$ cat src/rtl/bram_b_arbiter_if.sv
// bram_b_arbiter_if: requester, port B and read-return signals of the port B arbiter
interface bram_b_arbiter_if #(
    parameter int ADDR_W = 16,
    parameter int DATA_W = 16
);
    logic [2:0]        req;
    logic [2:0]        lock;
    logic [2:0]        we_req;
    logic [ADDR_W-1:0] addr0;
    logic [ADDR_W-1:0] addr1;
    logic [ADDR_W-1:0] addr2;
    logic [DATA_W-1:0] wdata0;
    logic [DATA_W-1:0] wdata1;
    logic [DATA_W-1:0] wdata2;
    logic [2:0]        gnt;
    logic [2:0]        rvalid;
    logic [DATA_W-1:0] rdata;
    logic [ADDR_W-1:0] addr_b;
    logic [DATA_W-1:0] data_b;
    logic              we_b;
    logic [DATA_W-1:0] q_b;
    logic              busy;

    modport master (
        output req, lock, we_req, addr0, addr1, addr2, wdata0, wdata1, wdata2, q_b,
        input  gnt, rvalid, rdata, addr_b, data_b, we_b, busy
    );

    modport slave (
        input  req, lock, we_req, addr0, addr1, addr2, wdata0, wdata1, wdata2, q_b,
        output gnt, rvalid, rdata, addr_b, data_b, we_b, busy
    );
endinterface

$ cat src/rtl/bram_b_arbiter.sv
// bram_b_arbiter: round-robin arbiter with per-requester lock sharing BRAM port B among three requesters
module bram_b_arbiter #(
    parameter int ADDR_W = 16,
    parameter int DATA_W = 16
) (
    input logic             clk_i,
    input logic             rst_ni,
    bram_b_arbiter_if.slave bus
);
    logic [1:0]        last_q;
    logic [2:0]        req_m;
    logic [1:0]        p0;
    logic [1:0]        p1;
    logic [1:0]        win;
    logic              any;
    logic [ADDR_W-1:0] addr_b_q;
    logic [DATA_W-1:0] data_b_q;
    logic              we_b_q;
    logic              iss_v_q;
    logic              iss_rd_q;
    logic [1:0]        iss_own_q;
    logic              ret_v_q;
    logic              ret_rd_q;
    logic [1:0]        ret_own_q;

    // requests are ignored while reset is held so gnt stays low
    assign req_m = rst_ni ? bus.req : 3'b000;
    assign any   = |req_m;

    // round-robin order after the last owner; the last owner itself comes third
    assign p0  = (last_q == 2'd2) ? 2'd0 : last_q + 2'd1;
    assign p1  = (p0 == 2'd2) ? 2'd0 : p0 + 2'd1;
    assign win = (bus.lock[last_q] && req_m[last_q]) ? last_q :
                 req_m[p0] ? p0 : req_m[p1] ? p1 : last_q;

    assign bus.gnt    = any ? (3'b001 << win) : 3'b000;
    assign bus.addr_b = addr_b_q;
    assign bus.data_b = data_b_q;
    assign bus.we_b   = we_b_q;
    assign bus.rvalid = (ret_v_q && ret_rd_q) ? (3'b001 << ret_own_q) : 3'b000;
    assign bus.rdata  = (|bus.rvalid) ? bus.q_b : '0;
    assign bus.busy   = iss_v_q | ret_v_q;

    // issue the winner onto port B and track the read through issue and return stages
    always_ff @(posedge clk_i or negedge rst_ni) begin
        if (!rst_ni) begin
            last_q    <= 2'd2;
            addr_b_q  <= '0;
            data_b_q  <= '0;
            we_b_q    <= 1'b0;
            iss_v_q   <= 1'b0;
            iss_rd_q  <= 1'b0;
            iss_own_q <= 2'd0;
            ret_v_q   <= 1'b0;
            ret_rd_q  <= 1'b0;
            ret_own_q <= 2'd0;
        end else begin
            if (any) begin
                last_q    <= win;
                addr_b_q  <= (win == 2'd0) ? bus.addr0 : (win == 2'd1) ? bus.addr1 : bus.addr2;
                data_b_q  <= (win == 2'd0) ? bus.wdata0 : (win == 2'd1) ? bus.wdata1 : bus.wdata2;
                we_b_q    <= bus.we_req[win];
                iss_v_q   <= 1'b1;
                iss_rd_q  <= ~bus.we_req[win];
                iss_own_q <= win;
            end else begin
                we_b_q  <= 1'b0;
                iss_v_q <= 1'b0;
            end
            ret_v_q   <= iss_v_q;
            ret_rd_q  <= iss_rd_q;
            ret_own_q <= iss_own_q;
        end
    end
endmodule
$ cat src/flat_wrapper.sv
// flat-port wrapper written by rule: the top's interface ports become plain ports
module bram_b_arbiter_flat 
#(
    parameter int ADDR_W = 16,
    parameter int DATA_W = 16
)
  (clk_i, rst_ni, bus_req, bus_lock, bus_we_req, bus_addr0, bus_addr1, bus_addr2, bus_wdata0, bus_wdata1, bus_wdata2, bus_q_b, bus_gnt, bus_rvalid, bus_rdata, bus_addr_b, bus_data_b, bus_we_b, bus_busy);
  bram_b_arbiter_if #(.ADDR_W(ADDR_W), .DATA_W(DATA_W)) bus_i ();
  input logic clk_i;
  input logic rst_ni;
  input wire logic [$bits(bus_i.req)-1:0] bus_req;
  input wire logic [$bits(bus_i.lock)-1:0] bus_lock;
  input wire logic [$bits(bus_i.we_req)-1:0] bus_we_req;
  input wire logic [$bits(bus_i.addr0)-1:0] bus_addr0;
  input wire logic [$bits(bus_i.addr1)-1:0] bus_addr1;
  input wire logic [$bits(bus_i.addr2)-1:0] bus_addr2;
  input wire logic [$bits(bus_i.wdata0)-1:0] bus_wdata0;
  input wire logic [$bits(bus_i.wdata1)-1:0] bus_wdata1;
  input wire logic [$bits(bus_i.wdata2)-1:0] bus_wdata2;
  input wire logic [$bits(bus_i.q_b)-1:0] bus_q_b;
  output wire logic [$bits(bus_i.gnt)-1:0] bus_gnt;
  output wire logic [$bits(bus_i.rvalid)-1:0] bus_rvalid;
  output wire logic [$bits(bus_i.rdata)-1:0] bus_rdata;
  output wire logic [$bits(bus_i.addr_b)-1:0] bus_addr_b;
  output wire logic [$bits(bus_i.data_b)-1:0] bus_data_b;
  output wire logic [$bits(bus_i.we_b)-1:0] bus_we_b;
  output wire logic [$bits(bus_i.busy)-1:0] bus_busy;
  assign bus_i.req = bus_req;
  assign bus_i.lock = bus_lock;
  assign bus_i.we_req = bus_we_req;
  assign bus_i.addr0 = bus_addr0;
  assign bus_i.addr1 = bus_addr1;
  assign bus_i.addr2 = bus_addr2;
  assign bus_i.wdata0 = bus_wdata0;
  assign bus_i.wdata1 = bus_wdata1;
  assign bus_i.wdata2 = bus_wdata2;
  assign bus_i.q_b = bus_q_b;
  assign bus_gnt = bus_i.gnt;
  assign bus_rvalid = bus_i.rvalid;
  assign bus_rdata = bus_i.rdata;
  assign bus_addr_b = bus_i.addr_b;
  assign bus_data_b = bus_i.data_b;
  assign bus_we_b = bus_i.we_b;
  assign bus_busy = bus_i.busy;
  bram_b_arbiter #(.ADDR_W(ADDR_W), .DATA_W(DATA_W)) u_core (.clk_i(clk_i), .rst_ni(rst_ni), .bus(bus_i));
endmodule
$ cat config.mk
export PLATFORM = sky130hd
export DESIGN_NAME = bram_b_arbiter_flat
export DESIGN_NICKNAME = d
export VERILOG_FILES = /design/src/rtl/bram_b_arbiter_if.sv /design/src/rtl/bram_b_arbiter.sv /design/src/flat_wrapper.sv
export SDC_FILE = /design/constraint.sdc
export NUM_CORES = 1
export LEC_CHECK = 0
export ABC_AREA = 0
export CAP_MARGIN = 0
export CORE_MARGIN = 3
export CORE_UTILIZATION = 41
export DETAILED_ROUTE_END_ITERATION = 10
export GPL_ROUTABILITY_DRIVEN = 0
export PLACE_DENSITY = 0.84
export SLEW_MARGIN = 20
export SYNTH_ARGS = -nofsm -noshare
export SYNTH_HDL_FRONTEND = slang
export SYNTH_SLANG_ARGS = --single-unit
export TNS_END_PERCENT = 1
$ cat constraint.sdc
create_clock -name clk_i -period 5.45 [get_ports clk_i]
set_input_delay 1.09 -clock clk_i [delete_from_list [all_inputs] [get_ports clk_i]]
set_output_delay 1.09 -clock clk_i [all_outputs]
set_load 0.02 [all_outputs]
== Word level (Yosys, flattened, before mapping) ==
Cells that the tools add are included.

* $add $sub $neg: 2
* $lt $le $gt $ge: 4
* Equality and inequality tests: 3
* Shifts and indexed selects: 2
* Multiplexer cells: 25
* Bitwise operators: 2
* Reductions and logical operators: 5

{| class="wikitable"
|+ Operators by type and width
! operator !! number
|-
| two-way mux 16 bit || 5
|-
| < comparator 2 x 3 -> 1 bit, second input constant || 4
|-
| binary-select mux 1 bit (select 2 bit) || 5
|-
| two-way mux 2 bit || 5
|-
| two-way mux 3 bit || 3
|-
| two-way mux 1 bit || 7
|-
| OR reduction 3 bit || 2
|-
| left shift 1 x 2 -> 3 bit, first input constant || 2
|-
| adder 2 x 1 -> 2 bit, second input constant || 2
|-
| equality test 2 bit, second input constant || 2
|-
| equality test 2 x 1 -> 1 bit, second input constant || 1
|-
| logical AND 1 bit || 2
|-
| zero test 2 bit || 1
|-
| NOT 1 bit || 1
|-
| bitwise OR 1 bit || 1
|}

* Register bits: 43
* Input bits: 123

== Depth between registers and ports, before layout ==
Gate-level depths: netlist of run 1.

* Depth in word-level cells: 12
* Mapped depth: 7
* Gate-level depth less buffers: 6

== Worst setup path before layout of run 1 ==
Ideal clock, no wire load.

* Path type: input port to output port
* Start point: in bus_req[0]
* End point: out bus_gnt[2]
* Arrival: 2380 ps
* Path slack: 1980 ps
* Cell stages on the path: 6
* Buffers on the path: 1
* Path through: nand3b_1 > a211o_1 > buf_6 > a21oi_2 > inv_1 > nor3_1

* Cells in the longest elaborated chain, start to end: 8
* Elaborated cells between the ends (all ways): 14
* Classes of those cells: shift: 1; mux: 11; reduce/logical: 2

{| class="wikitable"
|+ Ends and longest elaborated chain
! element !! line !! RTL
|-
| start, declared || flat_wrapper.sv:11 || <nowiki>input wire logic [$bits(bus_i.req)-1:0] bus_req;</nowiki>
|-
| two-way mux 3 bit (*) || bram_b_arbiter.sv:27 || <nowiki>assign req_m = rst_ni ? bus.req : 3'b000;</nowiki>
|-
| binary-select mux 1 bit (select 2 bit) || bram_b_arbiter.sv:34 || <nowiki>req_m[p0] ? p0 : req_m[p1] ? p1 : last_q;</nowiki>
|-
| two-way mux 1 bit (implied by the code) || bram_b_arbiter.sv:34 ||
|-
| two-way mux 2 bit (2 in a row) || bram_b_arbiter.sv:34 ||
|-
| two-way mux 2 bit || bram_b_arbiter.sv:33 || <nowiki>assign win = (bus.lock[last_q] && req_m[last_q]) ? last_q :</nowiki>
|-
| left shift 1 x 2 -> 3 bit || bram_b_arbiter.sv:36 || <nowiki>assign bus.gnt = any ? (3'b001 << win) : 3'b000;</nowiki>
|-
| two-way mux 3 bit (*) || bram_b_arbiter.sv:36 ||
|-
| end, declared || flat_wrapper.sv:21 || <nowiki>output wire logic [$bits(bus_i.gnt)-1:0] bus_gnt;</nowiki>
|}

Mark *: on every way between the ends. The rest lies on a longest branch, timed or not. The select of a mux whose other input is x is not followed.

== Worst setup path after layout of run 1 ==
* Start point: in bus_req[0]
* End point: out bus_gnt[1]

The elaborated chain is that of the path after synthesis.

==> results.md, run 1 <==
* Most common library cells after synthesis: 57 x o21ai_0, 41 x dfrtp_1, 40 x o21ai_1
* Warnings from Yosys at 0
* Skew final at 0.005446 ns
* Vias per cell at 5.921
* HPWL after detailed placement at 7.907 mm
* Post-Synth Simple-Gate Area at 17.94%
* WS Path Type: primary input to primary output
* Number of flops mapped to enable cells by yosys at 0
* Critical Path End Type: primary output
* NetSw at 0.8084 mW
* Die Y-Extent at 92.13 um
* Combinational Power Share at 59.1%
* Synthesized Nets at 489
* Final Total Pwr at 2.043 mW
* CP startpoint kind: primary input
* Pleak at 1.901 nW
* Largest cells by area after synthesis: dfrtp_1 34%, o2111a_1 12%, o21ai_0 9.4%
* RSZ-0062 raised after global routing: false
* Worst VDD drop at 240.8 uV
* First-pass GRT wire length at 17.91 mm
* Largest family of logic cells by synthesized area: compound AO/OA/AOI/OAI gates
* Internal power at 1.234 mW
* Die W at 92.13 um
* Crit path DAT at 3.50 ns
* # diodes at 0
* Total of max-cap violations at 0
* Period minus WS final at 4.588 ns
* Leading cell type by number of instances after synthesis: o21ai_0
* Final ANT Viol Nets at 0
* Rows at 30
* Final number of max-transition violations at 0
* Via count at 3,677
* Hold-fix buffers, CTS at 0
* CTS resizes at 0
* Initial DRC count at 216
* Die area at 8488 um2
* WL/cell at 18.06 um
* H-Tree Depth at 2
* Initial Util at 43.57%
* Commonest register cell after synthesis: dfrtp_1
* Post-CTS setup buffers at 0
* Footprint of the multi-input gates at 1802 um2
* Area Overhead vs Synth at 64.09%
* Residual DRC at 0
* Clock slew seen by the registers of the worst setup and hold paths at 0.08 ns
* Overflow after GRT at 0
* Mapped Area at 3042 um2
* CTS buffer count at 5
* Register area share after synthesis at 34.59%
* Final Hold Viols at 0
* Syn_area_per_cell at 8.311 um2
* # clock sinks at 42
* WP data required at 4.36 ns
* Worst-Skew Late Latency at 0.30 ns
* Root Buffer: clkbuf_8
* Register area at 1052 um2
* Ys async rst share at 100.0%
* Post-Synth Adder-Cell Area at 0%
* Endpoints failing setup at 0
* Core area at 6982 um2
* Fillers at 563
* Yosys top cell area share at 33.73%
* Synthesis-stage register bit count at 42
* XOR/XNOR Fraction of Synth Area at 0%
* Largest net degree at the start of global routing at 67
* Vias in the first global route at 3,597
* Sequential power share at 25.9%
* WL final at 11.22 mm
* Clock tree buffer depth at 2
* Worst Max-Slew Pin Slew at 0.8380 ns
* Hold Path Class: flop to flop
* Slew headroom at 44.13%
* Total GRT Usage at 25.76%
* IO Pins at 179
* PortBufs at 178
* Setup_tns at 0 ns
* Yosys top cell by area: dfrtp_1
* CTS tree: yes
* Crit path max fanout at 32
* Layout cell share with drive strength beyond 1 at 5.524%
* Clock Power Share at 15.0%
* Synth Area in Compound Gates at 41.01%
* DR pass1 iterations at 5
* Initial antenna violation count at 0
* Final nets at 647
* Final worst path period share at 84.18%
* Netlist cell types at 36
* Outcome: finished, final reports clean
* Sw Share at 39.57%
* Fmax achieved at 218.0 MHz
* Synth Instances at 366
* Post-synthesis mux area share at 0%
* Cell Pwr Density at 409.3 nW/um2
* Final core occ at 71.49%
## through the flow
stage	hold slack, ns	cells	worst slack (ns)	area [um2]
detailed placement	0.3611	613	0.8808	4848
CTS	0.3777	621	0.8719	4991
finish	0.3783	621	0.8622	4991
floorplan	0.3461	366	1.980	3042
global route	0.3807	621	0.7237	4991
global placement	0.3578	613	0.9836	4848
## routing by layer
metal  vias up  share of wire (%)  track usage (%)
met5         -                  0                0
met4         0                2.1            8.540
met3        24                8.9            5.086
met2       222                 49            44.34
met1      1720                 40            32.21
li1       1711                  -                -
## placed cells by master (no fill, tap or decap), types with 2 or more instances in the layout
cell type / instances
o211ai_1: 2
buf_4: 11
o2111a_1: 32
inv_1: 4
a2bb2oi_1: 32
o21ai_0: 57
dfrtp_1: 41
and2_1: 16
or3b_1: 2
nor2_1: 6
o21ai_1: 40
clkdlybuf4s50_1: 177
nor3b_1: 2
nor3_1: 3
nand2_1: 37
clkbuf_8: 6
bufinv_16: 2
nand3_1: 34
## power by group through the flow
stage / clock [mW] / sequential [mW] / combinational, mW
floorplan: 0 / 0.649 / 0.614
global placement: 0 / 0.530 / 1.18
detailed placement: 0 / 0.530 / 1.21
CTS: 0.312 / 0.527 / 1.21
global route: 0.321 / 0.545 / 1.30
finish: 0.307 / 0.529 / 1.21
## layout make-up
type	count	share of cell area, %
clock buffers	6	1.655
clock inverters	2	1.203
inverters	4	0.3008
multi-input cells	282	36.10
flip-flops and latches	42	21.08
well taps	96	2.407
repair buffers	189	37.25
## worst max-delay path: stages
cell and delay [ns]:
clkdlybuf4s50_1 0.58, and3b_1 0.20, a31oi_1 0.06, a221oi_4 0.29
buf_4 0.35, nand2_1 0.16, nor2_1 0.13, clkdlybuf4s50_1 0.63
## path summary, 6_finish.rpt
kind                       cells after the start                start  slack (ns)                   end
setup / recovery                               8           bus_req[0]        0.86            bus_gnt[1]
hold / removal                                 0  u_core.iss_own_q[1]        0.38   u_core.ret_own_q[1]
setup reg to reg                               8     u_core.last_q[1]        3.05       u_core.bus.we_b
hold reg to reg                                0  u_core.iss_own_q[1]        0.38   u_core.ret_own_q[1]
max in group asynchronous                      2               rst_ni        4.23  u_core.bus.addr_b[6]
min in group asynchronous                      2               rst_ni        0.90  u_core.bus.data_b[6]
## sequential cells by signal, indices dropped and copies added (netlist names)
signal,flops
u_core.bus.data_b,16
u_core.bus.addr_b,16
u_core.ret_rd_q,1
u_core.iss_rd_q,1
u_core.iss_own_q,2
u_core.last_q,1
u_core.ret_own_q,2
u_core.iss_v_q,1
u_core.bus.we_b,1
u_core.ret_v_q,1
## logic make-up (layout without fill, tap and decap cells)
group                  Yosys count  count (layout)
AOI/OAI and AO/OA              173             173
and+or+nand+nor                109             109
DFF                             42              42
buffers and inverters           42             201
Power figures use the tool's default switching activity.
==> run 2: changes to the inputs <==
--- a/config.mk
+++ b/config.mk
@@ -8,10 +8,10 @@
 export ABC_AREA = 0
 export CAP_MARGIN = 0
 export CORE_MARGIN = 3
-export CORE_UTILIZATION = 41
+export CORE_UTILIZATION = 38
 export DETAILED_ROUTE_END_ITERATION = 10
 export GPL_ROUTABILITY_DRIVEN = 0
-export PLACE_DENSITY = 0.84
+export PLACE_DENSITY = 0.79
 export SLEW_MARGIN = 20
 export SYNTH_ARGS = -nofsm -noshare
 export SYNTH_HDL_FRONTEND = slang
==> constraint.sdc (replaced) <==
create_clock -name clk_i -period 4.67 [get_ports clk_i]
set_input_delay 0.934 -clock clk_i [delete_from_list [all_inputs] [get_ports clk_i]]
set_output_delay 0.934 -clock clk_i [all_outputs]
set_load 0.02 [all_outputs]
==> results.md, run 2 (synthesis gave the netlist of run 1 again) <==
* Fmax achieved at 237.4 MHz
* Outcome: finished, final reports clean
* CTS tree: yes
* Core area at 7525 um2 (+7.8%)
* Footprint of the multi-input gates at 1802 um2 (unchanged)
* Skew final at 0.005951 ns (+0.0005055 ns)
* Crit path max fanout at 6 (-81%)
* Period minus WS final at 4.212 ns
* Post-route non-filler standard cell count at 623 (+0.32%)
* IO Pins at 179 (unchanged)
* Fillers at 614 (+9.1%)
* Sw Share at 39.32% (-0.25 points)
* Root Buffer: clkbuf_8
* Setup_tns at 0 ns (unchanged)
* Clock slew seen by the registers of the worst setup and hold paths at 0.08 ns (about the same)
* PortBufs at 178 (unchanged)
* # diodes at 0 (unchanged)
* Final Total Pwr at 2.374 mW (+16%)
* Clock tree buffer depth at 2 (unchanged)
* Sequential power share at 26.1% (+0.2 points)
* Overflow after GRT at 0 (unchanged)
* Total of max-cap violations at 0 (unchanged)
* Clock Power Share at 14.9% (about the same)
* WL final at 11.03 mm (-1.7%)
* CTS resizes at 0 (unchanged)
* Die Y-Extent at 95.47 um (+3.6%)
* Die area at 9114 um2 (+7.4%)
* Worst VDD drop at 293.4 uV (+22%)
* Initial antenna violation count at 0 (unchanged)
* Vias in the first global route at 3,443 (-4.3%)
* Area Overhead vs Synth at 63.97% (about the same)
* Final Cell Area at 4987 um2 (about the same)
* WP data required at 3.74 ns (-0.62 ns)
* CP startpoint kind: primary input
* Endpoints failing setup at 0 (unchanged)
* # clock sinks at 42 (unchanged)
* Initial Util at 40.42% (-3.1 points)
* Chain of cells forming the critical path: clkdlybuf4s50_1 > nand3b_1 > a211o_2 > a21oi_2 > inv_1 > nor3_1 > clkdlybuf4s50_1
* Layout cell share with drive strength beyond 1 at 5.344% (-0.18 points)
* Worst Max-Slew Pin Slew at 0.7377 ns (-0.1004 ns)
* WS Path Type: primary input to primary output
* CP most frequent cell: clkdlybuf4s50_1
* RSZ-0062 raised after global routing: false
* Total GRT Usage at 23.60% (-2.2 points)
* Internal power at 1.440 mW (+17%)
* Post-Place Worst Slack at 0.4795 ns (-0.4013 ns)
* Cell Pwr Density at 476.0 nW/um2 (+16%)
* Initial DRC count at 181 (-16%)
* Residual DRC at 0 (unchanged)
* Final core occ at 66.28% (-5.2 points)
* Crit-path slowest cell: clkdlybuf4s50_1
* Final nets at 646 (-0.15%)
* CTS buffer count at 5 (unchanged)
* DP Area at 4845 um2 (about the same)
* First-pass GRT wire length at 16.98 mm (-5.2%)
* WHS at 0.3669 ns (-0.01140 ns)
* Critical path's largest stage delay at 0.68 ns (+0.05 ns)
* Largest net degree at the start of global routing at 67 (unchanged)
* Pleak at 1.897 nW (-0.25%)
* HPWL after detailed placement at 7.845 mm (-0.79%)
* Final worst path period share at 90.20%
* Crit path DAT at 3.28 ns (-0.22 ns)
* Combinational Power Share at 59.0% (about the same)
* Critical Path End Type: primary output
* Die W at 95.47 um (+3.6%)
* Final ANT Viol Nets at 0 (unchanged)
* Rows at 31 (+3.3%)
* DR pass1 iterations at 4 (-1)
* Commonest non-fill, non-tap cell in the layout: clkdlybuf4s50_1
* H-Tree Depth at 2 (unchanged)
* Final number of max-transition violations at 0 (unchanged)
* Dpl cells at 615 (+0.33%)
* Final Hold Viols at 0 (unchanged)
* Vias per cell at 5.708 (-3.6%)
* Worst-Skew Late Latency at 0.30 ns (about the same)
* WL/cell at 17.70 um (-2.0%)
* Post-CTS setup buffers at 0 (unchanged)
* Slew headroom at 50.82% (+6.7 points)
* Most frequent cells in the layout: 177 x clkdlybuf4s50_1, 57 x o21ai_0, 41 x dfrtp_1
* Hold-fix buffers, CTS at 0 (unchanged)
* Setup ws final at 0.4576 ns (-0.4046 ns)
* NetSw at 0.9333 mW (+15%)
* Hold Path Class: flop to flop
* Via count at 3,556 (-3.3%)
* Register area at 1052 um2 (unchanged)
## run 2: changes by cell type in the layout (fill, tap and decap cells not counted), sizes merged
cell	previous run	this run
buf	12	11
## run 2: area by class of cell
| class | count | share of cell area [%] |
|---|---|---|
| multi-input combinational | 282 | 36.13 |
| tap | 99 | 2.484 |
| timing repair buffer | 188 | 37.13 |
| sequential | 42 | 21.10 |
| clock buffer | 6 | 1.656 |
| clock inverter | 2 | 1.204 |
| inverter | 4 | 0.3011 |
## run 2: critical path: cells and delay by family
family,cells,cell delay (ns)
AO/OA/AOI/OAI,2,0.60
buffers and inverters,3,1.38
AND/OR/NAND/NOR,2,0.36
## run 2: layer usage
layer  part of all wire, %  global-route usage, %
met1                    39                  27.82
met2                    50                  42.45
met3                    10                  6.156
met4                   1.3                  6.043
met5                     0                      0
## run 2: power groups by stage
stage	clock network (mW)	registers, mW	logic [mW]
floorplan	0	0.757	0.717
global placement	0	0.622	1.38
detailed placement	0	0.622	1.41
CTS	0.359	0.619	1.41
global route	0.375	0.639	1.51
finish	0.354	0.619	1.40
## run 2: path summary, 6_finish.rpt
check / start / endpoint / slack, ns / cells past startpoint
max: bus_req[0] / bus_gnt[2] / 0.46 / 7
max reg2reg: u_core.last_q[1] / u_core.bus.we_b / 2.41 / 6
min in group asynchronous: rst_ni / u_core.bus.data_b[13] / 0.81 / 2
min: u_core.iss_v_q / u_core.ret_v_q / 0.37 / 0
min reg2reg: u_core.iss_v_q / u_core.ret_v_q / 0.37 / 0
max in group asynchronous: rst_ni / u_core.iss_own_q[1] / 3.47 / 2
